[config.mk]
export PLATFORM = sky130hd
export DESIGN_NAME = dpram_stream_reader
export DESIGN_NICKNAME = d
export VERILOG_FILES = /design/src/rtl/dpram_stream_reader.sv
export SDC_FILE = /design/constraint.sdc
export NUM_CORES = 1
export LEC_CHECK = 0
export ABC_AREA = 1
export ABC_CLOCK_PERIOD_IN_PS = 3800
export CAP_MARGIN = 20
export CORE_MARGIN = 8
export CORE_UTILIZATION = 35
export CTS_CLUSTER_DIAMETER = 50
export DETAILED_ROUTE_END_ITERATION = 8
export PLACE_DENSITY_LB_ADDON = 0.12
export RECOVER_POWER = 25
export SKIP_CTS_REPAIR_TIMING = 1
export SLEW_MARGIN = 5
export SYNTH_ARGS = -nofsm -noshare
export SYNTH_HDL_FRONTEND = slang
export SYNTH_SLANG_ARGS = --single-unit
[constraint.sdc]
create_clock -name clk -period 3.8 [get_ports clk]
set_input_delay 0.95 -clock clk [delete_from_list [all_inputs] [get_ports clk]]
set_output_delay 0.95 -clock clk [all_outputs]
set_load 0.05 [all_outputs]
[src/rtl/dpram_stream_reader.sv]
// Read-side sequencer for the dual-port coefficient RAM (2-cycle read).
// Streams 2*len words as even/odd pairs through a credit-limited FIFO.
module dpram_stream_reader #(
    parameter int WIDTH      = 16,
    parameter int DEPTH      = 512,
    parameter int FIFO_DEPTH = 4,
    localparam int AW        = $clog2(DEPTH)
) (
    input  logic             clk,
    input  logic             rst_n,
    input  logic             start,
    input  logic [AW-1:0]    base_addr,
    input  logic [AW-1:0]    len,
    output logic             busy,
    output logic             done,
    output logic             ena,
    output logic             enb,
    output logic             wea,
    output logic             web,
    output logic [AW-1:0]    addra,
    output logic [AW-1:0]    addrb,
    input  logic [WIDTH-1:0] douta,
    input  logic [WIDTH-1:0] doutb,
    output logic             m_valid,
    input  logic             m_ready,
    output logic [WIDTH-1:0] m_data_a,
    output logic [WIDTH-1:0] m_data_b,
    output logic             m_last
);

    localparam int PW = (FIFO_DEPTH > 1) ? $clog2(FIFO_DEPTH) : 1;
    localparam int CW = $clog2(FIFO_DEPTH + 1);
    localparam int EW = 2 * WIDTH + 1;

    typedef enum logic [1:0] {
        IDLE,
        ISSUE,
        DRAIN,
        FIN
    } state_t;

    state_t          state_q, state_d;
    logic [AW-1:0]   base_q, base_d;
    logic [AW-1:0]   len_q, len_d;
    logic [AW-1:0]   k_q, k_d;
    logic [1:0]      pv_q, pv_d;
    logic [1:0]      pl_q, pl_d;
    logic [PW-1:0]   wr_q, wr_d;
    logic [PW-1:0]   rd_q, rd_d;
    logic [CW-1:0]   cnt_q, cnt_d;
    logic [EW-1:0]   mem_q [FIFO_DEPTH];

    logic            issue;
    logic            last_issue;
    logic            push;
    logic            pop;
    logic            fifo_nonempty;
    logic [CW:0]     occ;
    logic [AW-1:0]   addr_k;
    logic [EW-1:0]   head;

    function automatic logic [PW-1:0] ptr_inc(input logic [PW-1:0] p);
        return (p == PW'(FIFO_DEPTH - 1)) ? '0 : p + 1'b1;
    endfunction

    // Occupancy counts reads still in the RAM pipe, so pushes never overflow.
    assign occ = {1'b0, cnt_q} + (CW + 1)'(pv_q[0]) + (CW + 1)'(pv_q[1]);
    assign issue = (state_q == ISSUE) && (occ < (CW + 1)'(FIFO_DEPTH));
    assign last_issue = (k_q == len_q - 1'b1);
    assign addr_k = base_q + {k_q[AW-2:0], 1'b0};
    assign push = pv_q[1];
    assign fifo_nonempty = (cnt_q != '0);
    assign pop = fifo_nonempty && m_ready;
    assign head = mem_q[rd_q];

    always_ff @(posedge clk) begin
        if (!rst_n) begin
            state_q <= IDLE;
            base_q  <= '0;
            len_q   <= '0;
            k_q     <= '0;
            pv_q    <= '0;
            pl_q    <= '0;
            wr_q    <= '0;
            rd_q    <= '0;
            cnt_q   <= '0;
        end else begin
            state_q <= state_d;
            base_q  <= base_d;
            len_q   <= len_d;
            k_q     <= k_d;
            pv_q    <= pv_d;
            pl_q    <= pl_d;
            wr_q    <= wr_d;
            rd_q    <= rd_d;
            cnt_q   <= cnt_d;
        end
    end

    always_ff @(posedge clk) begin
        if (push) begin
            mem_q[wr_q] <= {pl_q[1], douta, doutb};
        end
    end

    always_comb begin
        state_d = state_q;
        unique case (state_q)
            IDLE: begin
                if (start) begin
                    state_d = (len == '0) ? FIN : ISSUE;
                end
            end
            ISSUE: begin
                if (issue && last_issue) begin
                    state_d = DRAIN;
                end
            end
            DRAIN: begin
                if (pv_q == 2'b00 &&
                    (cnt_q == '0 || (cnt_q == CW'(1) && pop))) begin
                    state_d = FIN;
                end
            end
            FIN: begin
                state_d = IDLE;
            end
            default: begin
                state_d = IDLE;
            end
        endcase
    end

    always_comb begin
        base_d = base_q;
        len_d  = len_q;
        k_d    = k_q;
        if (state_q == IDLE && start) begin
            base_d = base_addr;
            len_d  = len;
            k_d    = '0;
        end else if (issue) begin
            k_d = k_q + 1'b1;
        end
        pv_d  = {pv_q[0], issue};
        pl_d  = {pl_q[0], issue && last_issue};
        wr_d  = push ? ptr_inc(wr_q) : wr_q;
        rd_d  = pop ? ptr_inc(rd_q) : rd_q;
        cnt_d = cnt_q + CW'(push) - CW'(pop);
    end

    always_comb begin
        busy     = (state_q == ISSUE) || (state_q == DRAIN);
        done     = (state_q == FIN);
        ena      = issue;
        enb      = issue;
        wea      = 1'b0;
        web      = 1'b0;
        addra    = issue ? addr_k : '0;
        addrb    = issue ? addr_k + 1'b1 : '0;
        m_valid  = fifo_nonempty;
        m_last   = fifo_nonempty ? head[EW-1] : 1'b0;
        m_data_a = fifo_nonempty ? head[2*WIDTH-1:WIDTH] : '0;
        m_data_b = fifo_nonempty ? head[WIDTH-1:0] : '0;
    end

    a_no_overflow: assert property (@(posedge clk) disable iff (!rst_n)
        !(push && !pop && cnt_q == CW'(FIFO_DEPTH)));

endmodule

==> key figures <==
Yosys
  • Main synth FF type: edfxtp_1
  • Most area-consuming cells after synthesis: edfxtp_1, dfxtp_1, nor2_1
  • Sequential share of the synthesized area: 60.78%
  • Share of the synthesized area in the top cell type: 50.14%
  • EDFF count, synth: 132
  • Post-synth top cells: nor2_1, edfxtp_1, o21ai_0
  • #FFs+latches synth: 174
  • Count leader, synth: nor2_1
  • Synth async-reset ratio: 0%
  • Synth area leader: edfxtp_1
  • Post-Syn Area per Cell: 9.652 um^2
  • Synth warn: 0
  • Yosys cell types: 43
  • Synthesized area: 7905 um^2
  • Gate count of the mapped netlist: 819

Setup path
  • Critical Path RT: 2.85 ns
  • Crit path top cell by count: nand2_1
  • WP buf/inv: 2
  • R2r startpoint: cnt_q[1]
  • Worst-path fanout max: 21
  • R2r endpoint: cnt_q[2]
  • Max stage delay on crit path: 0.81 ns
  • CP top delay family: buffers and inverters
  • R2R Setup Slk: 1.23 ns
  • Slowest library cell on the worst path: clkdlybuf4s50_1
  • Critical Path End Type: primary output
  • Cells along the critical path: ha_1 > nand2_1 > nand2_1 > a21boi_1 > nand2_1 > buf_4 > nor2_1 > clkdlybuf4s50_1
  • Crit start category: register
  • Crit Path Category: reg -> out
  • R2R depth: 12
  • WP data arrival: 2.66 ns

Timing
  • Slew margin rel.: 55.23%
  • Final Hold Viols: 0
  • Maximum clock rate: 277.0 MHz
  • Final WS setup: 0.1901 ns
  • Setup Viol. Count Final: 0
  • Clk_skew: 0.01071 ns
  • Least-Margin Pin Slew: 0.6709 ns
  • Final min period: 3.610 ns
  • Final hold slack: 0.4213 ns
  • Unrepaired setup endpoints after global routing: no
  • Max Slew Vio Count: 0
  • Tcrit/Tclk final: 95.00%

Final layout
  • Share of cells above drive strength 1: 11.58%
  • Final net count: 1,008
  • Post-route cell area: 10,360 um^2
  • Area Growth Syn to Fin: 31.02%
  • Core Util, Final: 46.17%

Min path
  • Worst Min Path Start: pl_q[0]
  • Path type of the worst min-delay path: reg -> reg
  • WHS Path Cells: 2
  • Endpoint, Worst Hold: pl_q[1]

Power
  • P_int: 4.610 mW
  • Combinational fraction of design power: 49.3%
  • Sw Ratio: 41.35%
  • PD cells: 758.8 nW/um^2
  • NetSw: 3.250 mW
  • Worst vdd ir: 0.0003948 V
  • Sequential group share of total power: 29.2%
  • Leakage power: 4.112 nW
  • Clock share of power: 21.4%

Clocking
  • Longest Clk Path Bufs: 2
  • CTS tree: yes
  • Clock Tree Root: clkbuf_16
  • Clk_lat worst skew: 0.43 ns
  • Clk slew on worst S/H paths: 0.06 ns
  • H-tree depth: 4
  • TritonCTS buffer count: 17
  • Clock sinks: 174

Routing
  • WL final: 18,450 um
  • Drt pass-1 iters: 5
  • DRT iter0 DRCs: 334
  • Detail Route Antenna Nets: 0
  • DRC: 0
  • Vias per inst: 4.660
  • Routed wire per std cell: 15.03 um
  • Total number of vias: 5,723

Die
  • Initial Utilization: 35.24%
  • Die height: 166.3 um
  • Die width: 166.3 um
  • Std-Cell Rows: 55
  • CORE AREA: 22,430 um^2
  • I/O pins: 112
  • Die area: 27,650 um^2

Placed design
  • Place WS: 0.4667 ns
  • HPWL after detailed placement: 11,970 um
  • DP Area: 9734 um^2
  • Gpl congestion: 0.7804
  • I/O Buffers: 109

Global route
  • First-pass GRT wire length: 30,060 um
  • GRT Residual Overflow: 0
  • Initial antenna violation count: 1
  • Largest net degree at the start of global routing: 53
  • Gr usage total: 13.58%
  • Vias in the first global route: 5,676

Run status
  • Status: finished, final reports clean

Flow run
  • Max_cap viols: 0
## how the worst max path moves through the flow
stage               startpoint       end  slack, ns  cells after the start
floorplan               k_q[0]  addrb[8]       0.44                     14
CTS                     k_q[0]  addra[5]      -0.02                     10
detailed placement      k_q[0]  addra[5]       0.47                     10
global placement        k_q[0]  addra[5]       0.48                     10
finish                 pv_q[1]  addrb[0]       0.19                      8
global route           pv_q[1]  addra[0]      0.003                     10
## cell families (layout without fill, tap and decap cells)
family / Yosys count / count (layout) / share of synthesized area, %
AO/OA/AOI/OAI: 167 / 167 / 10.94
XOR/XNOR: 11 / 11 / 1.314
flip-flops: 174 / 174 / 60.78
other: 1 / 4 / 0.04744
adder cells (fa/ha/maj): 26 / 26 / 4.305
buffers and inverters: 104 / 225 / 5.271
AND/OR/NAND/NOR: 336 / 336 / 17.35
## tightest hold or removal path, cell delays in order (launching register included)
cell	delay, ns
dfxtp_1	0.31
nand2_1	0.05
inv_1	0.04
## cell type report
| type | instances | area (um^2) |
|---|---|---|
| Fill cell | 2098 | 12080 |
| Sequential cell | 174 | 4810 |
| Multi-Input combinational cell | 542 | 2709 |
| Timing Repair Buffer | 125 | 1647 |
| Clock buffer | 17 | 425.4 |
| Tap cell | 285 | 356.6 |
| Inverter | 68 | 255.2 |
| Clock inverter | 15 | 150.1 |
| Antenna cell | 2 | 5.005 |
## power groups by stage
stage	combinational [mW]	clock (mW)	sequential (mW)
3_3_place_gp	3.91	0	2.34
6_report	3.88	1.68	2.30
4_1_cts	3.93	1.73	2.30
2_1_floorplan	2.27	0	2.30
5_1_grt	4.19	1.80	2.32
3_5_place_dp	3.92	0	2.34
## cells in the final DEF (no fill, tap or decap), types with 2 or more instances in the layout
cell / count
a21o_1: 2
xnor2_1: 5
nor2_1: 195
nand2_1: 87
ha_1: 23
o21ai_0: 95
dlygate4sd3_1: 22
dfxtp_1: 40
dlymetal6s2s_1: 7
nand2_2: 3
clkbuf_16: 17
inv_1: 64
a21oi_1: 60
buf_12: 42
buf_4: 17
diode_2: 2
nand4_1: 4
clkdlybuf4s50_1: 37
clkinv_1: 5
o211ai_1: 2
conb_1: 2
nand3b_1: 2
inv_6: 6
xor2_1: 5
nand3_1: 24
nor2_2: 5
nor4_1: 2
nor3_1: 6
nor3_2: 2
edfxtp_1: 132
inv_8: 2
## flip-flops by register name (all words and copies together) (netlist names), named ones only
register / count
base_q: 9
cnt_q: 3
k_q: 9
len_q: 9
mem_q: 132
pl_q: 2
pv_q: 2
rd_q: 2
state_q: 2
wr_q: 2
## metrics by stage
stage | setup TNS, ns | instances | total power [mW]
floorplan | 0 | 820 | 4.567
global placement | 0 | 1194 | 6.253
detailed placement | 0 | 1194 | 6.257
CTS | -0.01688 | 1226 | 7.954
global route | 0 | 1227 | 8.305
finish | 0 | 1228 | 7.859
## metal layers
layer | wire length, um | GRT usage, % | up-vias
met1 | 8539 | 16.87 | 2642
met2 | 9027 | 23.35 | 96
li1 | - | - | 2977
met4 | 123 | 3.173 | 0
met3 | 761 | 3.447 | 8
met5 | 0 | 0 | -
Power figures use the tool's default switching activity.
